--- config.mk ---
export PLATFORM = sky130hd
export DESIGN_NAME = mem_ctrl
export DESIGN_NICKNAME = d
export VERILOG_FILES = /design/src/rtl/mem_ctrl_pkg.sv /design/src/rtl/mem_byte_seq.sv /design/src/rtl/mem_ctrl.sv
export SDC_FILE = /design/constraint.sdc
export NUM_CORES = 1
export LEC_CHECK = 0
export BUFFER_PORTS_ARGS = -buffer_cell sky130_fd_sc_hd__buf_2
export CAP_MARGIN = 25
export CELL_PAD_IN_SITES_DETAIL_PLACEMENT = 0
export CELL_PAD_IN_SITES_GLOBAL_PLACEMENT = 1
export CORE_ASPECT_RATIO = 1.75
export CORE_MARGIN = 4
export CORE_UTILIZATION = 40
export DETAILED_ROUTE_END_ITERATION = 6
export PLACE_DENSITY = 0.88
export SLEW_MARGIN = 10
export SYNTH_ARGS = -nofsm -noshare
export SYNTH_HDL_FRONTEND = slang
export SYNTH_SLANG_ARGS = --single-unit
--- constraint.sdc ---
create_clock -name clk_in -period 5.3 [get_ports clk_in]
set_clock_uncertainty 0.05 [all_clocks]
set_input_delay 0 -clock clk_in [delete_from_list [all_inputs] [get_ports clk_in]]
set_output_delay 0 -clock clk_in [all_outputs]
set_load 0.03 [all_outputs]
--- src/rtl/mem_ctrl_pkg.sv ---
// Shared CPU memory-controller definitions: FSM states, size codes, I/O decode
// and the request payload handed from the arbiter to the byte sequencer.
package mem_ctrl_pkg;

    localparam int unsigned ADDR_W = 32;
    localparam int unsigned DATA_W = 32;
    localparam int unsigned BYTE_W = 8;
    localparam int unsigned CNT_W  = 3;
    localparam int unsigned LANE_W = 2;

    typedef enum logic [1:0] {
        S_IDLE  = 2'd0,
        S_IF_RD = 2'd1,
        S_LS_RD = 2'd2,
        S_LS_WR = 2'd3
    } mem_state_e;

    localparam logic [1:0] SIZE_BYTE = 2'd0;
    localparam logic [1:0] SIZE_HALF = 2'd1;
    localparam logic [1:0] SIZE_WORD = 2'd2;

    // addr[17:16] == IO_SEL selects the UART-backed I/O window
    localparam logic [1:0] IO_SEL = 2'b11;

    typedef struct packed {
        logic              wr;
        logic [CNT_W-1:0]  n;
        logic [ADDR_W-1:0] addr;
        logic [DATA_W-1:0] wdata;
    } mem_req_t;

    function automatic logic [CNT_W-1:0] size_to_n(input logic [1:0] size);
        case (size)
            SIZE_BYTE: return CNT_W'(1);
            SIZE_HALF: return CNT_W'(2);
            SIZE_WORD: return CNT_W'(4);
            default:   return CNT_W'(4);
        endcase
    endfunction

    function automatic logic is_io(input logic [ADDR_W-1:0] addr);
        return addr[17:16] == IO_SEL;
    endfunction

endpackage

--- src/rtl/mem_byte_seq.sv ---
// Byte counter and address/data lane sequencer for the byte-wide RAM port,
// shared by instruction fetch, loads and stores.
module mem_byte_seq
    import mem_ctrl_pkg::*;
(
    input  logic              clk_in,
    input  logic              rst_in,
    input  logic              en,
    input  logic              load,
    input  mem_req_t          req,
    input  logic              run_rd,
    input  logic              run_wr,
    input  logic              io_buffer_full,
    input  logic [BYTE_W-1:0] mem_din,
    output logic [ADDR_W-1:0] mem_a,
    output logic [BYTE_W-1:0] mem_dout,
    output logic              mem_wr,
    output logic              rd_last_c,
    output logic [DATA_W-1:0] rd_word_c,
    output logic              wr_done_c
);

    logic [ADDR_W-1:0] base_q;
    logic [DATA_W-1:0] wdata_q;
    logic [DATA_W-1:0] acc_q;
    logic [CNT_W-1:0]  n_q;
    logic [CNT_W-1:0]  cnt_q;
    logic [LANE_W-1:0] a_idx_q;
    logic              a_rd_q;
    logic [LANE_W-1:0] cap_idx_q;
    logic              cap_vld_q;

    logic [ADDR_W-1:0] cur_base;
    logic [DATA_W-1:0] cur_wdata;
    logic [CNT_W-1:0]  cur_n;
    logic [CNT_W-1:0]  cur_cnt;
    logic [ADDR_W-1:0] byte_addr;
    logic [BYTE_W-1:0] wr_byte;
    logic              is_wr;
    logic              pending;
    logic              issue;

    // On the grant cycle the new request is sequenced straight from the inputs
    always_comb begin
        cur_base  = load ? req.addr  : base_q;
        cur_wdata = load ? req.wdata : wdata_q;
        cur_n     = load ? req.n     : n_q;
        cur_cnt   = load ? '0        : cnt_q;
        is_wr     = load ? req.wr    : run_wr;
        byte_addr = cur_base + ADDR_W'(cur_cnt);
        pending   = (load || run_rd || run_wr) && (cur_cnt < cur_n);
        issue     = pending && !(is_wr && is_io(byte_addr) && io_buffer_full);
        wr_byte   = cur_wdata[{cur_cnt[LANE_W-1:0], 3'b000} +: BYTE_W];
    end

    // mem_din always reflects the address presented one cycle earlier (cap_*)
    always_comb begin
        rd_word_c = acc_q;
        rd_word_c[{cap_idx_q, 3'b000} +: BYTE_W] = mem_din;
        rd_last_c = cap_vld_q && ((CNT_W'(cap_idx_q) + CNT_W'(1)) == n_q);
        wr_done_c = (cnt_q == n_q);
    end

    always_ff @(posedge clk_in) begin
        if (!rst_in) begin
            base_q    <= '0;
            wdata_q   <= '0;
            acc_q     <= '0;
            n_q       <= '0;
            cnt_q     <= '0;
            a_idx_q   <= '0;
            a_rd_q    <= 1'b0;
            cap_idx_q <= '0;
            cap_vld_q <= 1'b0;
            mem_a     <= '0;
            mem_dout  <= '0;
            mem_wr    <= 1'b0;
        end else begin
            cap_idx_q <= a_idx_q;
            cap_vld_q <= a_rd_q;
            if (en) begin
                mem_wr <= issue && is_wr;
                cnt_q  <= issue ? cur_cnt + CNT_W'(1) : cur_cnt;
                if (load) begin
                    base_q  <= req.addr;
                    wdata_q <= req.wdata;
                    n_q     <= req.n;
                    acc_q   <= '0;
                end else if (run_rd && cap_vld_q) begin
                    acc_q <= rd_word_c;
                end
                if (pending) begin
                    mem_a   <= byte_addr;
                    a_idx_q <= cur_cnt[LANE_W-1:0];
                    a_rd_q  <= !is_wr;
                end else if (!run_rd) begin
                    a_rd_q <= 1'b0;
                end
                if (issue && is_wr) begin
                    mem_dout <= wr_byte;
                end
            end else begin
                mem_wr <= 1'b0;
            end
        end
    end

endmodule

--- src/rtl/mem_ctrl.sv ---
// Memory controller: arbitrates instruction fetch and load/store requests onto
// a byte-wide RAM port, with flush, global stall and UART back-pressure.
module mem_ctrl
    import mem_ctrl_pkg::*;
(
    input  logic              clk_in,
    input  logic              rst_in,
    input  logic              rdy_in,
    input  logic              _clear,
    input  logic              _if_req,
    input  logic [ADDR_W-1:0] _if_addr,
    output logic              _if_ready,
    output logic [DATA_W-1:0] _if_data,
    input  logic              _lsb_req,
    input  logic              _lsb_wr,
    input  logic [1:0]        _lsb_size,
    input  logic [ADDR_W-1:0] _lsb_addr,
    input  logic [DATA_W-1:0] _lsb_wdata,
    output logic              _lsb_ready,
    output logic [DATA_W-1:0] _lsb_rdata,
    output logic              _mem_busy,
    input  logic [BYTE_W-1:0] mem_din,
    output logic [BYTE_W-1:0] mem_dout,
    output logic [ADDR_W-1:0] mem_a,
    output logic              mem_wr,
    input  logic              io_buffer_full
);

    mem_state_e        state_q, state_d;
    logic              if_ready_d, lsb_ready_d;
    logic [DATA_W-1:0] if_data_d, lsb_rdata_d;
    logic              load, run_rd, run_wr;
    mem_req_t          req;
    logic              rd_last_c, wr_done_c;
    logic [DATA_W-1:0] rd_word_c;

    always_ff @(posedge clk_in) begin
        if (!rst_in) begin
            state_q    <= S_IDLE;
            _if_ready  <= 1'b0;
            _lsb_ready <= 1'b0;
            _if_data   <= '0;
            _lsb_rdata <= '0;
            _mem_busy  <= 1'b0;
        end else begin
            state_q    <= state_d;
            _if_ready  <= if_ready_d;
            _lsb_ready <= lsb_ready_d;
            _if_data   <= if_data_d;
            _lsb_rdata <= lsb_rdata_d;
            _mem_busy  <= (state_d != S_IDLE);
        end
    end

    // A ready pulse in flight blocks grant so a requester's stale request is not re-taken
    always_comb begin
        state_d     = state_q;
        if_ready_d  = 1'b0;
        lsb_ready_d = 1'b0;
        if_data_d   = _if_data;
        lsb_rdata_d = _lsb_rdata;
        load        = 1'b0;
        run_rd      = 1'b0;
        run_wr      = 1'b0;
        req         = '0;
        if (rdy_in) begin
            case (state_q)
                S_IDLE: begin
                    if (!_clear && !_if_ready && !_lsb_ready) begin
                        if (_lsb_req) begin
                            load      = 1'b1;
                            req.wr    = _lsb_wr;
                            req.n     = size_to_n(_lsb_size);
                            req.addr  = _lsb_addr;
                            req.wdata = _lsb_wdata;
                            state_d   = _lsb_wr ? S_LS_WR : S_LS_RD;
                        end else if (_if_req) begin
                            load     = 1'b1;
                            req.n    = CNT_W'(4);
                            req.addr = _if_addr;
                            state_d  = S_IF_RD;
                        end
                    end
                end
                S_IF_RD: begin
                    if (_clear) begin
                        state_d = S_IDLE;
                    end else begin
                        run_rd = 1'b1;
                        if (rd_last_c) begin
                            if_ready_d = 1'b1;
                            if_data_d  = rd_word_c;
                            state_d    = S_IDLE;
                        end
                    end
                end
                S_LS_RD: begin
                    if (_clear) begin
                        state_d = S_IDLE;
                    end else begin
                        run_rd = 1'b1;
                        if (rd_last_c) begin
                            lsb_ready_d = 1'b1;
                            lsb_rdata_d = rd_word_c;
                            state_d     = S_IDLE;
                        end
                    end
                end
                S_LS_WR: begin
                    run_wr = 1'b1;
                    if (wr_done_c) begin
                        lsb_ready_d = 1'b1;
                        state_d     = S_IDLE;
                    end
                end
                default: state_d = S_IDLE;
            endcase
        end
    end

    mem_byte_seq u_seq (
        .clk_in         (clk_in),
        .rst_in         (rst_in),
        .en             (rdy_in),
        .load           (load),
        .req            (req),
        .run_rd         (run_rd),
        .run_wr         (run_wr),
        .io_buffer_full (io_buffer_full),
        .mem_din        (mem_din),
        .mem_a          (mem_a),
        .mem_dout       (mem_dout),
        .mem_wr         (mem_wr),
        .rd_last_c      (rd_last_c),
        .rd_word_c      (rd_word_c),
        .wr_done_c      (wr_done_c)
    );

endmodule

Word level (Yosys, flattened, before mapping)
Cells that the tools add are included.
{ "op_classes": {"add_sub_neg": 4, "n_lt_le_gt_ge": 1, "n_eq_ne": 8, "n_shift": 3, "mux": 42, "n_bitwise": 1, "reduce_logical": 29} }
{ "op_table": {"columns": ["cell", "count"], "rows": [
  ["$mux W68", 3],
  ["$mux W32", 5],
  ["$mux W35", 2],
  ["$add A32 B3 Y32", 1],
  ["$bwmux W32", 1],
  ["$shift A8 B7 Y32 const A", 1],
  ["$shiftx A32 B6 Y8", 1],
  ["$shiftx A8 B7 Y32", 1],
  ["$mux W1", 18],
  ["$mux W2", 7],
  ["$reduce_and A2 Y1", 5],
  ["$logic_and A1 B1 Y1", 9],
  ["$mux W3", 3],
  ["$reduce_and A4 Y1", 2],
  ["$neg A5 Y7", 1],
  ["$eq A2 B2 Y1 const B", 3],
  ["$eq A3 B3 Y1", 2],
  ["$pmux W2 S3", 1],
  ["$pmux W3 S2", 1],
  ["$logic_not A1 Y1", 5],
  ["$eq A2 B1 Y1 const B", 2],
  ["$logic_not A2 Y1", 2],
  ["$reduce_bool A2 Y1", 2],
  ["$add A2 B1 Y3 const B", 1],
  ["8 further kinds", 9]
]} }
{ "totals": {"regBits": 218, "inputBits": 114, "elab_cells": 106} }

Longest topological paths before layout
Gate-level depths: netlist of the first run.
{ "logic_depth": {"depth_word": 15, "depth_mapped": 22, "ltp_nobuf": 17} }

By module
From an unflattened synthesis of the first run, not the netlist that was laid out.
{ "unflattened": {"cells_unflattened": 1332, "area_unflattened_um2": 10726.5} }
{ "modules_own_cells": {"columns": ["module", "n_inst", "cells_each", "area_each_um2", "seq_area_each_um2"], "rows": [
  ["mem_byte_seq", 1, 922, 7408.4, 2982.9],
  ["mem_ctrl", 1, 410, 3318.2, 1381.3]
]} }

Worst setup path before layout of the first run
Ideal clock, no wire load.
{ "synth_timing": {"path_kind": "register -> register", "from": "register state_q[1]", "to": "register u_seq.mem_a[28]", "setup_time_ps": 132, "arrival_time_ps": 4118, "t_required_ps": 5118, "slack_ps": 1000, "path_stages_with_launch": 21, "n_path_buf": 4, "period_less_slack_ps": 4300, "path_cell_list": "dfxtp_1 inv_1 ha_1 o21a_1 clkbuf_1 nand2_1 clkbuf_1 clkbuf_1 and2_1 ha_1 inv_1 fa_1 inv_1 a21oi_1 or3_1 buf_2 nor3_1 nand3b_1 nor4_1 xor2_1 a21oi_1"} }
{ "synth_rtl": {"columns": ["element", "line_no", "source"], "rows": [
  ["start, declared", "mem_ctrl.sv:29", "mem_state_e state_q, state_d;"],
  ["start signal, assigned", "mem_ctrl.sv:46", "state_q <= state_d;"],
  ["$logic_not A2 Y1 *", "mem_ctrl.sv:67", "case (state_q)"],
  ["$mux W1 *", "mem_ctrl.sv:67", null],
  ["$mux W1 *", "mem_ctrl.sv:66", "if (rdy_in) begin"],
  ["$mux W3 *", "mem_byte_seq.sv:48", "cur_cnt = load ? '0 : cnt_q;"],
  ["net u_seq.cur_cnt[0]", "mem_byte_seq.sv:36", "logic [CNT_W-1:0] cur_cnt;"],
  ["parallel branches: the longest is 3 deep, another holds $add A32 B3 Y32", null, null],
  ["end signal, assigned", "mem_byte_seq.sv:93", "mem_a <= byte_addr;"],
  ["end, declared", "mem_byte_seq.sv:15", "output logic [ADDR_W-1:0] mem_a,"]
]} }
Mark *: on every way through the listed nets, which the timed path passes.
A chain may end at the register's enable or synchronous reset.

Worst setup path after layout of the first run
{ "layout_timing": {"from": "register _if_ready", "to": "register u_seq.mem_a[28]"} }
{ "layout_rtl": {"columns": ["element", "line_no", "source"], "rows": [
  ["start, declared", "mem_ctrl.sv:12", "output logic _if_ready,"],
  ["start signal, assigned", "mem_ctrl.sv:47", "_if_ready <= if_ready_d;"],
  ["$logic_not A1 Y1 *", "mem_ctrl.sv:69", "if (!_clear && !_if_ready && !_lsb_ready) begin"],
  ["$logic_and A1 B1 Y1 * (2 in a row)", "mem_ctrl.sv:69", null],
  ["$mux W68 / $mux W1 (equally long branches)", "mem_ctrl.sv:69", null],
  ["$mux W68 / $mux W1 (equally long branches)", "mem_ctrl.sv:67", null],
  ["$mux W68 / $mux W1 (equally long branches)", "mem_ctrl.sv:66", null],
  ["$mux W32 *", null, null],
  ["net u_seq.cur_base[2]", "mem_byte_seq.sv:33", "logic [ADDR_W-1:0] cur_base;"],
  ["$add A32 B3 Y32 *", "mem_byte_seq.sv:50", "byte_addr = cur_base + ADDR_W'(cur_cnt);"]
]} }
Mark *: on every way through the listed nets, which the timed path passes. The rest lies on a longest branch.

==> results by group, run 1 <==
Status
  • Outcome: complete, no violations

Synth
  • Asr flop ratio synth: 0%
  • Synth cell count leaders: dfxtp_1 (218), nor2_1 (179), a21oi_1 (121)
  • #FFs+latches synth: approximately 220
  • Area contributors post-synth: dfxtp_1 (44%), a211oi_1 (8.5%), nor2_1 (6.8%)
  • Post-synth EDFFs: 0
  • Cell count after synthesis: 1177
  • Syn avg cell area: 8.34 um^2
  • Warnings, synthesis: 0
  • Sequential area share after synthesis: 44.5%
  • Netlist cell types: between 60 and 70
  • Primary FF master, synth: dfxtp_1
  • Synth Cell Area: ~10000 um^2
  • Top-count cell post-synth: dfxtp_1
  • Syn Nets: 1309
  • Synth top area share: 44.5%
  • Area leader, netlist: dfxtp_1

Placement
  • Cell Area, Placed: roughly 11000 um^2
  • IO buf count: between 200 and 250
  • HPWL after DPL: 22.3 mm
  • Placer Congestion: 1.01

Finish
  • Synth-to-layout area growth: 31.3%
  • Design area: ~13000 um^2
  • Final #Nets: 1575
  • Share of cells above drive strength 1: 20.4%
  • Antenna diodes: 0
  • # fillers: 2192

Floorplanning
  • Die width: approximately 130 um
  • Die Y: 215 um
  • I/O Pins: 222
  • Die area: about 27000 um^2
  • Initial Util: 40.7%
  • Core Region: 24100 um^2
  • Rows: 75

Worst setup path
  • Crit end category: register
  • Worst-path fanout max: 21
  • CP max stage cell: dlygate4sd3_1
  • CP dominant cell by count: a21oi_1
  • Crit start category: register
  • Worst path max stage delay: about 600 ps
  • CP arrival: 5320 ps
  • Critical path class: register to register
  • Crit-path leading delay family: simple AND/OR/NAND/NOR gates
  • WP buf/inv: 2
  • Critical-path cell list: nor4b_4 > nand2_2 > buf_4 > a221oi_1 > dlygate4sd3_1 > nor2_1 > ha_1 > a21oi_1 > or3_1 > nor3_1 > nand3b_1 > nor4_1 > xor2_1 > a21oi_1
  • Critical Path RT: between 5000 and 6000 ps

Global routing
  • Met1 Usage GRT: a little under a quarter
  • Grt peak-use layer: met2
  • GR met2 Demand/Resource: between 40% and 50%
  • Total track usage: 22.3%
  • Largest net degree at the start of global routing: 103
  • Number of antenna violations at the first check in global routing: 1
  • M3 GR Usage: 3.16%
  • First-pass GRT wire length: 49.9 mm
  • Grt ovf: 0
  • Vias in the first global route: 9552

Job
  • Max Cap Viol: 0

Clocking
  • Bufs on Longest Clock Path: 3
  • # clock sinks: 218
  • Setup bufs post-CTS: 0
  • Root Driver: clkbuf_16
  • TritonCTS buffer count: 22
  • Reg clk slew, reported paths: 70 ps
  • CTS tree: yes
  • H-Tree Depth: 1
  • Worst skew pair latency: around 510 ps

Power and ir drop
  • P_sw: 0.966 mW
  • Pint: 2.81 mW
  • Sequential share of power: 45.0%
  • Lkg Pwr: 5.00 nW
  • Comb power frac: a little under an eighth
  • Clock share of power: 43.4%
  • Sw frac: between 20% and 30%
  • Worst vdd ir: about 0.20 mV
  • Pwr Density: 293 nW/um^2

STA
  • Upper clock frequency limit: 201 MHz
  • Final setup fails: 0
  • Tmin final: 4980 ps
  • RSZ-0062 raised after global routing: false
  • Worst-Margin Slew: between 900 and 1000 ps
  • Final hold violation count: 0
  • Relative slew margins: 35.3%
  • Tcrit/Tclk final: 93.9%
  • Max Slew Vio Count: 0
  • Setup TNS Final: 0 ps

Route
  • Final ANT Viol Nets: 0
  • Via density: 5.41
  • Routed WL per cell: 17.6 um
  • # DRC: 0
  • Via count: 9546
  • DRT iter0 DRCs: roughly 630
  • Drt total wl: 31.2 mm
  • First-pass iteration count of the detailed router: 5

Hold path
  • Hold WC Path Type: primary input to register
==> state kept, by name, summed over array words and instances (netlist names) <==
| signal | flops |
|---|---|
| u_seq.wdata_q | 32 |
| _if_data | 32 |
| _if_ready | 1 |
| _lsb_ready | 1 |
| state_q | 2 |
| u_seq.a_rd_q | 1 |
| u_seq.mem_dout | 8 |
| u_seq.mem_wr | 1 |
| _mem_busy | 1 |
| u_seq.cap_idx_q | 2 |
| u_seq.a_idx_q | 2 |
| _lsb_rdata | 32 |
| u_seq.base_q | 32 |
| u_seq.mem_a | 32 |
| u_seq.n_q | 3 |
| u_seq.cap_vld_q | 1 |
| u_seq.cnt_q | 3 |
| u_seq.acc_q | 32 |
==> stage by stage <==
stage	utilization, %	instances	hold WS (ps)	worst slack, ps	power (mW)
2_1_floorplan	-	1177	91.8	1000	1.97
3_3_place_gp	46.0	1629	234	801	2.10
3_5_place_dp	46.2	1632	231	560	2.11
4_1_cts	53.2	1764	2.60	209	3.81
5_1_grt	53.4	1766	14.0	16.9	3.91
6_report	53.4	1766	14.5	324	3.78
==> final cells by class <==
| class | count | area [um^2] | share of cell area (%) |
|---|---|---|---|
| Multi-Input combinational cell | 847 | 5030 | 39.0 |
| Sequential cell | 218 | 4360 | 33.9 |
| Timing Repair Buffer | 335 | 2270 | 17.6 |
| Clock buffer | 26 | 596 | 4.62 |
| Tap cell | 308 | 385 | 2.99 |
| Clock inverter | 13 | 166 | 1.29 |
| Inverter | 19 | 73.8 | 0.573 |
==> worst paths after layout <==
path                                                  endpoint  slack [ps]                           start  cells past startpoint
worst min register to register  u_seq.mem_dout[3]$_SDFFE_PN0P_         400  u_seq.mem_dout[3]$_SDFFE_PN0P_                      2
worst max register to register    u_seq.mem_a[28]$_SDFFE_PN0P_         320            _if_ready$_SDFF_PN0_                     14
worst max-delay path              u_seq.mem_a[28]$_SDFFE_PN0P_         320            _if_ready$_SDFF_PN0_                     14
worst min-delay path             u_seq.base_q[23]$_SDFFE_PN0P_          10                   _lsb_addr[23]                      5
==> cell usage in the layout, fill, tap and decap left out, types with 12 or more instances in the layout <==
cell type | synthesis | layout
a22o_1 | 12 | 12
dlygate4sd3_1 | 0 | 93
xnor2_1 | 18 | 18
dfxtp_1 | 218 | 218
xor2_1 | 22 | 22
nand3_1 | 49 | 48
a221o_1 | 14 | 14
nor2b_1 | 35 | 34
inv_1 | 19 | 18
ha_1 | 17 | 17
nor2_1 | 179 | 178
buf_2 | 9 | 221
a21oi_1 | 121 | 121
a211oi_1 | 111 | 111
nand2_1 | 84 | 83
clkbuf_16 | 0 | 22
buf_4 | 1 | 15
o21ai_0 | 48 | 48
mux2i_1 | 15 | 15
==> per-layer routing <==
layer	up-vias	wire, um
li1	4721	-
met4	2	1960
met3	105	1660
met5	-	19
met2	342	16400
met1	4376	11200
==> power groups by stage <==
stage          Combinational [mW]  Sequential (mW)  Clock (mW)
6_report                    0.438             1.70        1.64
3_3_place_gp                0.370             1.73           0
2_1_floorplan               0.215             1.76           0
3_5_place_dp                0.376             1.74           0
4_1_cts                     0.432             1.70        1.68
5_1_grt                     0.479             1.70        1.73
==> kinds of logic (layout without fill, tap and decap cells) <==
logic type      count (synthesis)  count (layout)  synth area share [%]
simple gates                  421             421                  20.2
compound gates                351             351                  23.1
flops                         218             218                  44.5
buf+inv                       112             393                  4.51
xor+xnor                       40              40                  3.57
fa+ha+maj                      18              18                  2.37
mux                            17              17                  1.76
==> timing repair <==
| item | CTS | global route |
|---|---|---|
| setup endpoints to repair | 0 | 11 |
| hold buffers | 93 | 0 |
| endpoints found under the hold margin | 140 | 0 |
| resized for setup | 0 | 3 |
==> tightest hold or removal path: stages <==
cell and delay [ps]:
buf_2 80, a22o_1 130, mux2i_1 90, buf_4 170
nor2_1 80
No activity file was read; power rests on OpenSTA's default activity.
==> run 2: changes to the inputs <==
BUFFER_PORTS_ARGS = default   (was -buffer_cell sky130_fd_sc_hd__buf_2)
CORE_UTILIZATION = 45   (was 40)
DONT_BUFFER_PORTS = 1   (was default)
PLACE_DENSITY = default   (was 0.88)
PLACE_DENSITY_LB_ADDON = 0.1   (was default)
==> results by group, run 2 (same netlist as run 1, synthesis figures left out) <==
Power and ir drop
  • Lkg Pwr: ~4.0 nW
  • Pwr Density: 297 nW/um^2
  • Worst vdd ir: 0.223 mV

Clocking
  • CTS tree: yes
  • Root Driver: clkbuf_16
  • H-Tree Depth: 1
  • TritonCTS buffer count: 21
  • Reg clk slew, reported paths: 60 ps
  • Worst skew pair latency: 500 ps
  • # clock sinks: 218
  • Bufs on Longest Clock Path: 3
  • Setup bufs post-CTS: 0

Placement
  • Post-placement cell count: between 1000 and 1500
  • IO buf count: 0
  • HPWL after DPL: 21.0 mm
  • Placer Congestion: 0.888

STA
  • Final setup fails: 0
  • Final hold violation count: 1
  • Tmin final: 4930 ps
  • Relative slew margins: 34.2%
  • Setup TNS Final: 0 ps
  • Upper clock frequency limit: 203 MHz
  • Tcrit/Tclk final: 93.0%
  • Worst-Margin Slew: between 900 and 1000 ps
  • RSZ-0062 raised after global routing: false
  • WHS: -3.37 ps
  • Max Slew Vio Count: 0

Finish
  • Synth-to-layout area growth: 22.9%
  • Area of the multi-input gates: roughly 5000 um^2
  • Antenna diodes: 0
  • Commonest non-fill, non-tap cells in the layout: dfxtp_1 (218), nor2_1 (178), dlygate4sd3_1 (132)
  • Final #Nets: 1396
  • Post-Layout Cell Count: 1567
  • Share of cells above drive strength 1: under 10%
  • Most common cell after layout, fill and taps aside: dfxtp_1
  • # fillers: around 2000
  • Sequential cell area: approximately 4400 um^2

Route
  • Via density: 5.60
  • Routed WL per cell: between 15 and 20 um
  • # DRC: 0
  • First-pass iteration count of the detailed router: 5
  • Via count: 8782
  • Drt total wl: 31.1 mm
  • DRT iter0 DRCs: 527
  • Final ANT Viol Nets: 0

Worst setup path
  • Crit start category: register
  • Critical Path RT: around 5600 ps
  • CP startpoint: _if_ready$_SDFF_PN0_
  • Worst r2r src: _if_ready$_SDFF_PN0_
  • Critical path class: register to register
  • Worst-path fanout max: 17
  • CP arrival: approximately 5200 ps
  • Crit end category: register

Floorplanning
  • Die width: 120 um
  • Die Y: 203 um
  • Core Region: 21500 um^2
  • Die area: 24300 um^2
  • Rows: 71
  • Initial Util: 45.6%
  • I/O Pins: roughly 220

Global routing
  • First-pass GRT wire length: 49.1 mm
  • Grt ovf: 0
  • Vias in the first global route: 8764
  • Number of antenna violations at the first check in global routing: 0
  • Total track usage: 25.1%
  • Largest net degree at the start of global routing: between 90 and 100

Status
  • Outcome: finished, violations left
  • Failing checks: negative hold slack

Hold path
  • Hold WC Path Type: primary input to register
  • Hold_sp: _if_addr[15]

Job
  • Max Cap Viol: 0
-- run 2: per-layer routing --
| layer | part of all wire (%) | routed length (um) | GRT usage [%] |
|---|---|---|---|
| met5 | 0 | 0 | 0 |
| met4 | 4.6 | 1420 | 10.9 |
| met3 | 5.1 | 1580 | 3.94 |
| met2 | 55 | 17000 | 48.6 |
| met1 | 36 | 11000 | 26.2 |
-- run 2: critical path, cell delays in order (launching register included) --
cell,delay [ps]
dfxtp_1,470
nor4b_4,650
nand2_2,370
a221oi_1,290
dlygate4sd3_1,580
nor2_1,60
ha_1,330
a21oi_1,90
or3_1,490
nor4bb_1,370
o2111ai_1,190
nand3_1,130
buf_4,190
or2_0,400
a21oi_1,140
-- run 2: through the flow --
step	cell area [um^2]	power [mW]	setup WS, ps	hold slack, ps	utilization, %
2_1_floorplan	9810	1.97	1000	91.8	-
3_3_place_gp	9990	2.04	872	79.3	46.5
3_5_place_dp	9990	2.04	708	81.9	46.5
4_1_cts	12000	3.61	361	5.86	55.9
5_1_grt	12100	3.71	8.73	33.6	56.1
6_report	12100	3.58	372	-3.37	56.1
-- run 2: timing repair --
item,in CTS,in global routing
hold buffers,134,0
resized for setup,0,1
hold endpoints to repair,203,0
endpoints found under the setup margin,0,2
-- run 2: final timing paths --
check                              endpoint  depth (start not counted)  slack, ps
max          u_seq.mem_dout[4]$_SDFFE_PN0P_                         14        370
min           u_seq.base_q[15]$_SDFFE_PN0P_                          3         -3
max reg2reg  u_seq.mem_dout[4]$_SDFFE_PN0P_                         14        370
min reg2reg  u_seq.wdata_q[29]$_SDFFE_PN0P_                          2        400
-- run 2: area by class of cell --
cell class | count | area share (%)
multi-input combinational | 847 | 41.7
sequential | 218 | 36.2
timing repair buffer | 157 | 13.1
clock buffer | 28 | 4.74
tap | 292 | 3.03
clock inverter | 6 | 0.695
inverter | 19 | 0.612
-- run 2: report_power, final --
group          total, mW  leakage, nW  internal [mW]  switching [mW]
Clock               1.48        0.324          0.852           0.626
Combinational      0.373         1.94          0.158           0.215
Sequential          1.73         1.76           1.68          0.0527
==> run 3: changes to the inputs <==
ABC_AREA = 1   (was default)
CORE_UTILIZATION = 49   (was 45)
clock period = 6.1 ns   (was 5.3 ns; I/O delays follow)
==> results by group, run 3 <==
Route
  • Routed WL per cell: approximately 19 um
  • DRT iter0 DRCs: between 400 and 500
  • Via density: 5.48
  • Drt total wl: 32.7 mm
  • Final ANT Viol Nets: 0
  • Via count: 9321
  • # DRC: 0
  • First-pass iteration count of the detailed router: 7

Clocking
  • Root Driver: clkbuf_16
  • Worst skew pair latency: 510 ps
  • Setup bufs post-CTS: 0
  • Post-CTS sizing: 0
  • CTS tree: yes
  • H-Tree Depth: 1
  • # clock sinks: around 220
  • Hold buffer count at cts: around 120
  • TritonCTS buffer count: 22
  • Bufs on Longest Clock Path: 3
  • Reg clk slew, reported paths: 60 ps

Worst setup path
  • Crit start category: primary input
  • WP buf/inv: 5
  • Critical path class: primary input to register
  • Crit-path leading delay family: simple AND/OR/NAND/NOR gates
  • CP arrival: 4740 ps
  • Critical Path RT: 6490 ps
  • CP dominant cell by count: nand2_1
  • CP max stage cell: dlygate4sd3_1
  • Critical-path cell list: dlygate4sd3_1 > buf_12 > nor2_2 > buf_4 > nand2_1 > a31oi_1 > dlygate4sd3_1 > inv_1 > fa_1 > nor2_1 > nor2_1 > nor2_4 > nand2_1 > nor2_2 > nand3_1 > nand2_1 > nand2_2 > nand3_4 > nand3_4 > nor2_4 > nand2_1 > nand2_1
  • Worst-path fanout max: 50
  • Worst path max stage delay: around 670 ps
  • Crit end category: register

Placement
  • Post-placement cell count: 1550
  • HPWL after DPL: 23.0 mm
  • IO buf count: 0
  • Placer Congestion: a little over 0.9
  • Worst slack at placement: about 1900 ps

Synth
  • Asr flop ratio synth: 0%
  • Sequential area share after synthesis: 42.9%
  • Syn Nets: 1507
  • Cell count after synthesis: 1375
  • #FFs+latches synth: between 200 and 250
  • Post-synth EDFFs: 0
  • Synth top area share: 42.9%
  • Area leader, netlist: dfxtp_1
  • Primary FF master, synth: dfxtp_1
  • Synth Cell Area: 10200 um^2
  • Top-count cell post-synth: nand2_1
  • Synth cell count leaders: nand2_1 (231), dfxtp_1 (218), inv_1 (167)
  • Netlist cell types: 51
  • Syn avg cell area: 7.41 um^2
  • Warnings, synthesis: 0
  • Area contributors post-synth: dfxtp_1 (43%), nand2_1 (8.5%), o21ai_0 (6.6%)

Floorplanning
  • Rows: 69
  • Die Y: 199 um
  • I/O Pins: between 200 and 250
  • Core Region: 20400 um^2
  • Die area: between 20000 and 25000 um^2
  • Die width: 117 um
  • Initial Util: 50.0%

Hold path
  • Hold WC Path Type: primary input to register

Global routing
  • First-pass GRT wire length: 49.7 mm
  • Largest net degree at the start of global routing: between 100 and 150
  • Number of antenna violations at the first check in global routing: 0
  • Vias in the first global route: 9263
  • Total track usage: 27.5%
  • Grt ovf: 0

Finish
  • Commonest non-fill, non-tap cells in the layout: nand2_1 (231), dfxtp_1 (218), inv_1 (167)
  • Most common cell after layout, fill and taps aside: nand2_1
  • Synth-to-layout area growth: 18.5%
  • Share of cells above drive strength 1: under 10%
  • Post-Layout Cell Count: 1702
  • Antenna diodes: 0
  • Final #Nets: 1574

STA
  • Setup TNS Final: 0 ps
  • Tcrit/Tclk final: 71.2%
  • WHS: 39.2 ps
  • Tmin final: approximately 4300 ps
  • RSZ-0062 raised after global routing: false
  • Final hold violation count: 0
  • Relative slew margins: 38.9%
  • Worst-Margin Slew: 915 ps
  • Final setup fails: 0
  • Fin worst setup slack: 1760 ps
  • Max Slew Vio Count: 0
  • Upper clock frequency limit: 230 MHz

Job
  • Max Cap Viol: 0

Power and ir drop
  • Power Total: 3.30 mW
  • Worst vdd ir: approximately 0.21 mV
  • Lkg Pwr: ~4.9 nW
  • Pwr Density: 273 nW/um^2

Status
  • Outcome: complete, no violations
-- run 3: cell count changes after synthesis, sizes merged, moves of 14 or more --
cell	change
a211oi	-105
a21oi	-19
a221o	-14
a221oi	+30
buf	+16
clkbuf	-28
inv	+155
mux2i	-15
nand2	+165
nand3	+16
nor2	-37
nor2b	-35
o21ai	+100
o22ai	+33
-- run 3: kinds of logic (layout without fill, tap and decap cells) --
family                   Yosys count  in the layout  synth area share, %
AO/OA/AOI/OAI                    377            377                 21.8
XOR/XNOR                          20             20                 1.72
adder cells (fa/ha/maj)           18             18                 2.28
buffers and inverters            258            337                 10.5
flip-flops                       218            218                 42.9
AND/OR/NAND/NOR                  484            484                 20.9
-- run 3: layout make-up --
cell class	count	area, um^2
fillers	1931	8300
repair buffers	124	1270
inverters	177	667
well taps	248	310
multi-input cells	899	4770
flip-flops and latches	218	4360
clock buffers	31	636
clock inverters	5	52.6
-- run 3: stage by stage --
step	util (%)	cell area, um^2
floorplan	-	10200
global placement	49.9	10200
detailed placement	50.0	10200
CTS	59.2	12100
global route	59.2	12100
finish	59.2	12100
-- run 3: path summary, 6_finish.rpt --
path	start	to	slack, ps	depth (start not counted)
setup / recovery	_lsb_req	u_seq.mem_dout[7]$_SDFFE_PN0P_	1760	22
hold / removal	_lsb_req	u_seq.base_q[10]$_SDFFE_PN0P_	40	4
setup reg to reg	state_q[0]$_SDFF_PN0_	u_seq.mem_dout[7]$_SDFFE_PN0P_	1810	24
hold reg to reg	u_seq.a_idx_q[1]$_SDFFE_PN0P_	u_seq.cap_idx_q[1]$_SDFF_PN0_	380	2
-- run 3: per-layer routing --
| metal | up-vias | track usage, % | part of all wire (%) |
|---|---|---|---|
| met5 | - | 0 | 0 |
| met4 | 0 | 12.0 | 4.6 |
| met3 | 78 | 3.74 | 4.5 |
| met2 | 258 | 55.2 | 57 |
| met1 | 4297 | 26.8 | 34 |
| li1 | 4688 | - | - |
-- run 3: report_power, final --
group	internal, mW	switching, mW	total (mW)
sequential	1.48	0.0567	1.54
combinational	0.165	0.274	0.439
clock	0.764	0.554	1.32
total	2.41	0.884	3.30
-- run 3: worst register-to-register path: cells and delay by family (launching register included) --
family | cells | cell delay, ps
buf+inv | 4 | 890
simple gates | 17 | 2030
compound gates | 1 | 280
fa+ha+maj | 2 | 590
flops | 1 | 350
